===== src/rtl/por_seq_pkg.sv =====
// Shared types and helpers for the power-on-reset sequencer.
// Holds the FSM state encoding and the short-mode counter step function.
package por_seq_pkg;

    typedef enum logic [2:0] {
        SYNC    = 3'd0,
        STARTUP = 3'd1,
        POR     = 3'd2,
        RELEASE = 3'd3,
        DONE    = 3'd4
    } state_t;

    localparam int SHORT_STEPS_LOG2 = 4;

    // Short mode fills the low (w-4) bits and then carries into the top nibble,
    // so a counter of width w (< 32) reaches all-ones in 16 steps from zero.
    function automatic logic [31:0] short_next(input logic [31:0] cnt, input int w);
        logic [31:0] lowmask;
        logic [31:0] allones;
        logic [31:0] ored;
        lowmask = (32'd1 << (w - SHORT_STEPS_LOG2)) - 32'd1;
        allones = (32'd1 << w) - 32'd1;
        ored    = cnt | lowmask;
        short_next = (ored == allones) ? allones : ored + 32'd1;
    endfunction

endpackage


===== src/rtl/por_seq_cnt.sv =====
// Saturating one-shot counter with synchronous clear and a short (16-step) test mode.
// Latency: o_term is registered state (all-ones); no backpressure.
module por_seq_cnt
    import por_seq_pkg::*;
#(
    parameter int W = 9
) (
    input  logic i_clk,
    input  logic i_rst_n,
    input  logic i_clr,
    input  logic i_en,
    input  logic i_short,
    output logic o_term
);

    logic [W-1:0] r_cnt;
    logic [W-1:0] w_nxt;

    assign o_term = &r_cnt;

    always_comb begin
        w_nxt = r_cnt;
        if (i_clr) begin
            w_nxt = '0;
        end else if (i_en) begin
            if (i_short) begin
                w_nxt = W'(short_next(32'(r_cnt), W));
            end else if (!o_term) begin
                w_nxt = r_cnt + 1'b1;
            end
        end
    end

    always_ff @(posedge i_clk or negedge i_rst_n) begin
        if (!i_rst_n) begin
            r_cnt <= '0;
        end else begin
            r_cnt <= w_nxt;
        end
    end

endmodule


===== src/rtl/por_seq.sv =====
// Power-on-reset sequencer: startup and POR one-shots, then ordered release of N_CH resets.
// Optional debug ports under POR_SEQ_DEBUG_EN; rst_n/por_unbuf/seq_done are flop outputs.
module por_seq
    import por_seq_pkg::*;
#(
    parameter int N_CH   = 4,
    parameter int ST_W   = 9,
    parameter int POR_W  = 15,
    parameter int GAP_W  = 6,
    parameter int TRIP_W = 3
) (
    input  logic                     osc_ck,
    input  logic                     pwup_filt,
    input  logic [TRIP_W-1:0]        otrip,
    input  logic                     force_pdn,
    input  logic                     force_rc_osc,
    input  logic                     force_short_oneshot,
    input  logic                     bod_trip,
    output logic                     osc_ena,
    output logic [(1<<TRIP_W)-1:0]   otrip_decoded,
    output logic                     force_pdnb,
    output logic                     por_unbuf,
    output logic [N_CH-1:0]          rst_n,
    output logic                     seq_done
`ifdef POR_SEQ_DEBUG_EN
    ,
    output logic                     osc_ck_256,
    output logic [2:0]               seq_state,
    output logic                     startup_timed_out,
    output logic                     por_timed_out
`endif
);

    localparam int              DEC_W  = 1 << TRIP_W;
    localparam logic [DEC_W-1:0] DEC_ONE = DEC_W'(1);
    localparam logic [N_CH-1:0]  CH_ONE  = N_CH'(1);

    state_t          r_state;
    state_t          w_state_nxt;
    logic [2:0]      r_sync;
    logic [1:0]      r_bod;
    logic            w_bod;
    logic            w_st_term;
    logic            w_por_term;
    logic            w_gap_term;
    logic [N_CH-1:0] r_rst_n;
    logic [N_CH-1:0] w_rst_nxt;
    logic            r_por;
    logic            r_done;

    always_ff @(posedge osc_ck or negedge pwup_filt) begin
        if (!pwup_filt) begin
            r_sync <= '0;
            r_bod  <= '0;
        end else begin
            r_sync <= {r_sync[1:0], 1'b1};
            r_bod  <= {r_bod[0], bod_trip};
        end
    end

    assign w_bod = r_bod[1];

    por_seq_cnt #(.W(ST_W)) u_st_cnt (
        .i_clk   (osc_ck),
        .i_rst_n (pwup_filt),
        .i_clr   (r_state != STARTUP),
        .i_en    (1'b1),
        .i_short (force_short_oneshot),
        .o_term  (w_st_term)
    );

    // A held brownout pins the POR count at zero so the full POR time restarts on release.
    por_seq_cnt #(.W(POR_W)) u_por_cnt (
        .i_clk   (osc_ck),
        .i_rst_n (pwup_filt),
        .i_clr   ((r_state != POR) || w_bod),
        .i_en    (1'b1),
        .i_short (force_short_oneshot),
        .o_term  (w_por_term)
    );

    por_seq_cnt #(.W(GAP_W)) u_gap_cnt (
        .i_clk   (osc_ck),
        .i_rst_n (pwup_filt),
        .i_clr   ((r_state != RELEASE) || w_gap_term),
        .i_en    (1'b1),
        .i_short (force_short_oneshot),
        .o_term  (w_gap_term)
    );

    always_comb begin
        w_state_nxt = r_state;
        case (r_state)
            SYNC:    if (r_sync[2]) w_state_nxt = STARTUP;
            STARTUP: if (w_st_term) w_state_nxt = POR;
            POR: begin
                if (w_bod)           w_state_nxt = POR;
                else if (w_por_term) w_state_nxt = RELEASE;
            end
            RELEASE: begin
                if (w_bod)                  w_state_nxt = POR;
                else if (r_rst_n[N_CH-1])   w_state_nxt = DONE;
            end
            DONE:    if (w_bod) w_state_nxt = POR;
            default: w_state_nxt = SYNC;
        endcase
    end

    // Channels release as a thermometer: bit 0 on entry, one more per gap expiry.
    always_comb begin
        w_rst_nxt = '0;
        case (w_state_nxt)
            RELEASE: begin
                if (r_state != RELEASE) w_rst_nxt = CH_ONE;
                else if (w_gap_term)    w_rst_nxt = (r_rst_n << 1) | CH_ONE;
                else                    w_rst_nxt = r_rst_n;
            end
            DONE:    w_rst_nxt = '1;
            default: w_rst_nxt = '0;
        endcase
    end

    always_ff @(posedge osc_ck or negedge pwup_filt) begin
        if (!pwup_filt) begin
            r_state <= SYNC;
            r_rst_n <= '0;
            r_por   <= 1'b0;
            r_done  <= 1'b0;
        end else begin
            r_state <= w_state_nxt;
            r_rst_n <= w_rst_nxt;
            r_por   <= (w_state_nxt == POR);
            r_done  <= (w_state_nxt == DONE);
        end
    end

    assign rst_n         = r_rst_n;
    assign por_unbuf     = r_por;
    assign seq_done      = r_done;
    assign force_pdnb    = ~force_pdn;
    assign otrip_decoded = DEC_ONE << otrip;
    assign osc_ena       = force_rc_osc | (pwup_filt & ~r_done);

`ifdef POR_SEQ_DEBUG_EN
    logic [6:0] r_div;
    logic       r_ck256;
    logic       r_st_to;
    logic       r_por_to;

    always_ff @(posedge osc_ck or negedge pwup_filt) begin
        if (!pwup_filt) begin
            r_div    <= '0;
            r_ck256  <= 1'b0;
            r_st_to  <= 1'b0;
            r_por_to <= 1'b0;
        end else begin
            if (!r_sync[2]) begin
                r_div   <= '0;
                r_ck256 <= 1'b0;
            end else begin
                r_div <= r_div + 7'd1;
                if (r_div == 7'd127) r_ck256 <= ~r_ck256;
            end
            if (w_st_term)  r_st_to  <= 1'b1;
            if (w_por_term) r_por_to <= 1'b1;
        end
    end

    assign osc_ck_256        = r_ck256;
    assign seq_state         = r_state;
    assign startup_timed_out = r_st_to;
    assign por_timed_out     = r_por_to;
`endif

endmodule

===== config.mk =====
export PLATFORM = sky130hd
export DESIGN_NAME = por_seq
export DESIGN_NICKNAME = d
export VERILOG_FILES = /design/src/rtl/por_seq_pkg.sv /design/src/rtl/por_seq_cnt.sv /design/src/rtl/por_seq.sv
export SDC_FILE = /design/constraint.sdc
export NUM_CORES = 1
export LEC_CHECK = 0
export ABC_AREA = 1
export BUFFER_PORTS_ARGS = -buffer_cell sky130_fd_sc_hd__buf_2
export CAP_MARGIN = 30
export CORE_MARGIN = 2
export CORE_UTILIZATION = 67
export CTS_BUF_LIST = sky130_fd_sc_hd__clkbuf_4
export DETAILED_ROUTE_END_ITERATION = 12
export GPL_ROUTABILITY_DRIVEN = 0
export PLACE_DENSITY_LB_ADDON = 0.25
export SYNTH_ARGS = -nofsm -noshare
export SYNTH_HDL_FRONTEND = slang
export SYNTH_HIERARCHICAL = 1
export SYNTH_SLANG_ARGS = --single-unit

===== constraint.sdc =====
create_clock -name osc_ck -period 3.35 [get_ports osc_ck]
set_input_delay 0.67 -clock osc_ck [delete_from_list [all_inputs] [get_ports osc_ck]]
set_output_delay 0.67 -clock osc_ck [all_outputs]
set_load 0.02 [all_outputs]

### Word level (Yosys, flattened, before mapping)

Cells that the tools add are included.

* register bits: 44
* latch bits: 0
* memory bits (writable): 0
* bits in read-only memories: 0
* output and inout port bits: 16
* logic and storage cells: 66
* memories: 0

* add/sub/neg operators: 6
* multiply operators: 0
* div/mod/pow operators: 0
* magnitude comparators: 0
* equal/unequal tests: 17
* shift-type cells: 1
* muxes and demuxes: 23
* bitwise logic cells: 4
* reductions and logical operators: 6

Operators with widths (count)
* 15-bit 2-to-1 mux: 4
* 9-bit 2-to-1 mux: 4
* 15-bit by 1-bit adder with 15-bit output (second input constant): 2
* 6-bit 2-to-1 mux: 4
* 3-bit 2-to-1 mux: 7
* 9-bit by 1-bit adder with 9-bit output (second input constant): 2
* 3-bit by 2-bit != test with 1-bit output (second input constant): 5
* 3-bit case mux with 5 select lines: 1
* 15-bit AND reduction: 1
* 6-bit by 1-bit adder with 6-bit output (second input constant): 2
* 3-bit by 2-bit equality test with 1-bit output (second input constant): 4
* 4-bit equality test (second input constant): 3
* 9-bit AND reduction: 1
* 4-bit 2-to-1 mux: 2
* 4-bit case mux with 2 select lines: 1
* 1-bit by 3-bit left shift with 8-bit output (first input constant): 1
* 3-bit equality test (second input constant): 2
* 6-bit AND reduction: 1
* 3-bit by 1-bit equality test with 1-bit output (second input constant): 1
* 3-bit logical NOT: 1
* 3-bit by 1-bit != test with 1-bit output (second input constant): 1
* 3-bit != test (second input constant): 1
* 1-bit logical OR: 2
* 1-bit NOT: 2
* other kinds (2): 2

### Depth between registers and ports, before layout

* depth in word-level cells: 6
* gate-level depth with buffers: 13

### Hierarchy

Netlist, hierarchy kept.

By module, submodules not included
* por_seq_cnt at u_por_cnt: times used 1, cells an instance 176, area each 1141.1 µm², seq. area each 375.4 µm²
* por_seq: times used 1, cells an instance 85, area each 680.7 µm², seq. area each 350.3 µm²
* por_seq_cnt at u_st_cnt: times used 1, cells an instance 91, area each 643.1 µm², seq. area each 225.2 µm²
* por_seq_cnt at u_gap_cnt: times used 1, cells an instance 74, area each 491.7 µm², seq. area each 150.1 µm²

### Worst setup path after synthesis

OpenSTA, ideal clock, no wires.

* path type: input-to-output
* start: input port otrip[0]
* end: output port otrip_decoded[7]
* arrival: 1.228 ns
* required time: 2.680 ns
* path slack: 1.452 ns
* stages: 2
* buffers on the path: 0
* cell sequence: inv_1 > nor3_1

* cells in the longest elaborated chain, start to end: 1

Ends and longest elaborated chain
* from (decl): RTL line por_seq.sv:14 `input logic [TRIP_W-1:0] otrip,`
* 1-bit by 3-bit left shift with 8-bit output: RTL line por_seq.sv:141 `assign otrip_decoded = DEC_ONE << otrip;`
* to (decl): RTL line por_seq.sv:20 `output logic [(1<<TRIP_W)-1:0] otrip_decoded,`

Every way passes these cells.

### Worst setup path after layout

* start: register r_state[0]
* end: register u_por_cnt.r_cnt[11]

* cells in the longest elaborated chain, start to end: 3
* elaborated cells on any way between the ends: 4
* those cells by class: eq/ne: 2; mux: 1; reduce/logical: 1

Ends and longest elaborated chain
* from (decl): RTL line por_seq.sv:38 `state_t r_state;`
* from (signal assigned): RTL line por_seq.sv:130 `r_state <= w_state_nxt;`
* 3-bit by 2-bit != test with 1-bit output (*): RTL line por_seq.sv:76 `.i_clr ((r_state != POR) || w_bod),`
* 1-bit logical OR (*): RTL line por_seq.sv:76
* 3-bit by 2-bit != test with 1-bit output (no line) / 15-bit 2-to-1 mux (equally long branches)
* to (signal assigned): RTL line por_seq_cnt.sv:38 `r_cnt <= w_nxt;`
* to (decl): RTL line por_seq_cnt.sv:16 `logic [W-1:0] r_cnt;`

Mark *: on every way between the ends. The rest lies on a longest branch, timed or not.
A chain may end at the register's enable or synchronous reset.

==> run metrics <==
top cells by area, synth=dfrtp_1, nand2_1, nand3_1; DR DRC count=0; WHS=roughly 0.36 ns; routed vias=between 2,000 and 3,000; CP required=~3.7 ns; Power per Cell Area=roughly 340 nW/um^2; synth warn=6; All-Layer GR Usage=about 27%; Top Ports=25; Post-Place Setup Slack=1.13 ns; R2R setup slack=1.19 ns; HP Class=primary input to async pin; crit end category=register; Avg Cell Area, Syn=between 6 and 7 um^2; Final #Nets=around 480; CTS tree=built; via density per instance=5.53; ANT cells=0; RSZ-0062 raised after global routing=no; Max Cap Violations=0; status=finished, final reports clean; count leader, synth=nand2_1; Worst-Margin Slew=~0.9 ns; Post-CTS Setup Inserts=0; Initial Utilization=between 60% and 70%; Startpoint Class=register; Netlist Area Pre-Place=about 3000 um^2; VDD IR max=between 0.3 and 0.4 mV; sequential area share after synthesis=37.2%; EDFF count, synth=0; leading area contributor after synthesis=dfrtp_1; PostCTS Resize Cnt=0; CTS clock-pin slew for the worst setup and hold paths=0.15 ns; global-route wire length before repair=~11,000 um; R2R depth=8; Async SR Flop Fraction=100%; top cell type's share of synthesized area=between 30% and 40%; kind of critical path=register to register; Final setup viols=0; vias in the first global route=about 2,600; root buffer cell=clkbuf_4; layout cells sized above 1=between 15 and 20%; Relative slew margins=about 40%; final hold viol count=0; Setup WS post-layout=around 1.2 ns; largest net degree at the start of global routing=45; Synth Instances=between 400 and 500; Post-synth top cells=nand2_1, inv_1, dfrtp_1, nand3_1, nor2_1; synth-to-layout area growth=8.68%; min cycle time layout=around 2.2 ns; CTS Hold Bufs=0; die area=4960 um^2; count of TritonRoute iterations in the first routing pass=4; gr ovfl total=0; Unique masters post-synth=30; height of the chip=about 70 um; WL final=around 6400 um; CTS sink count=44; max-slew violation count=0; Post-Route Skew=a little over 0.02 ns; DR iter-0 viols=around 240; fin crit share=between 60% and 70%; total power=approximately 1.1 mW; leakage=1.63 nW; Max Fclk=roughly 460 MHz; Num CTS Buffers=5; initial antenna violation count=0; ys flop type=dfrtp_1; antenna-violating nets left=0; Arr. time, crit path=approximately 2.5 ns; synthesized flop and latch total=44; routed len/inst=between 10 and 15 um; port buffer count=24; die width=70.4 um; setup_tns=0 ns; H-tree levels=2; worst-skew pair later-pin latency=roughly 0.38 ns; placed wire-length estimate=4630 um; crit path max fanout=11; Core ar.=4290 um^2; deepest clock path buffer count=2; Cell Rows=24
==> through the flow <==
step / area, um^2 / cells / utilization [%]
after floorplan: 2980 / 433 / -
after global placement: 3130 / 504 / 72.9
after detailed placement: 3130 / 504 / 72.9
after CTS: 3210 / 512 / 74.8
after global routing: 3210 / 512 / 74.8
final: 3210 / 512 / 74.8
==> worst paths after layout <==
path | from | to
hold reg to reg | r_sync[1] | r_sync[2]
max in group asynchronous | pwup_filt | u_st_cnt/r_cnt[6]
setup reg to reg | r_state[0] | u_por_cnt/r_cnt[11]
setup / recovery | r_state[0] | u_por_cnt/r_cnt[11]
min in group osc_ck | r_sync[1] | r_sync[2]
hold / removal | pwup_filt | por_unbuf
==> critical path, cell delays in order (launching register included) <==
cell,delay [ns]
dfrtp_1,0.45
inv_1,0.07
nand3_1,0.10
inv_2,0.05
nand2_1,0.28
nor2_1,0.12
a21oi_1,0.74
nand3_1,0.17
nand2_1,0.12
==> layout by cell type (no fill, tap or decap) <==
cell,synthesis,final
nor3_1,10,10
buf_2,1,24
o21ai_1,6,6
o21ai_4,1,1
clkinvlp_4,0,1
xnor2_1,2,2
nor2_4,4,4
nor2_1,40,40
nand2_2,9,9
inv_4,1,1
nor2_2,5,5
a21oi_2,1,1
nand3b_1,1,1
bufinv_16,0,1
a21oi_1,9,9
nand4_1,13,13
clkbuf_4,0,5
or2_2,3,3
nand2_1,124,124
ha_1,7,7
buf_4,0,1
o21bai_1,2,2
nand3_1,44,44
nand3_2,5,5
nand2_4,4,4
conb_1,1,8
o21ai_2,1,1
inv_6,0,1
a211oi_1,1,1
inv_1,49,49
inv_2,6,6
o21ai_0,27,27
dfrtp_1,44,44
==> report_power, final <==
group / internal [mW] / switching [mW] / total [mW]
Clock: 0.159 / 0.189 / 0.348
Sequential: 0.557 / 0.0283 / 0.586
Combinational: 0.0523 / 0.0955 / 0.148
Total: 0.769 / 0.313 / 1.08
==> cells by family (layout without fill, tap and decap cells) <==
logic type	count (synthesis)	count (layout)	synth area share [%]
adders and majority gates	7	7	2.96
other	1	8	0.127
and+or+nand+nor	262	262	41.3
AOI/OAI and AO/OA	48	48	9.01
xor gates and xnor gates	2	2	0.593
DFF	44	44	37.2
buffers and inverters	62	89	8.76
==> per-layer routing <==
metal  routed length, um  part of all wire, %  vias up  GRT usage, %
li1                    -                    -     1441             -
met1                2860                   45     1313          34.6
met2                3220                   50       75          47.7
met3                 290                  4.5        2          6.78
met4                  25                 0.39        0          5.98
met5                   0                    0        -             0
==> area by class of cell <==
type	count	area, um^2
Timing Repair Buffer	25	128
Multi-Input combinational cell	327	1620
Clock inverter	3	46.3
Tap cell	52	65.1
Inverter	56	213
Clock buffer	5	37.5
Fill cell	346	1080
Sequential cell	44	1100
==> sequential cells by signal (all words and copies together) (netlist names) <==
register         cells
u_por_cnt/r_cnt     15
u_st_cnt/r_cnt       9
u_gap_cnt/r_cnt      6
rst_n                4
r_state              3
r_sync               3
r_bod                2
por_unbuf            1
seq_done             1
Note: power is estimated with default switching activity, not from simulation.
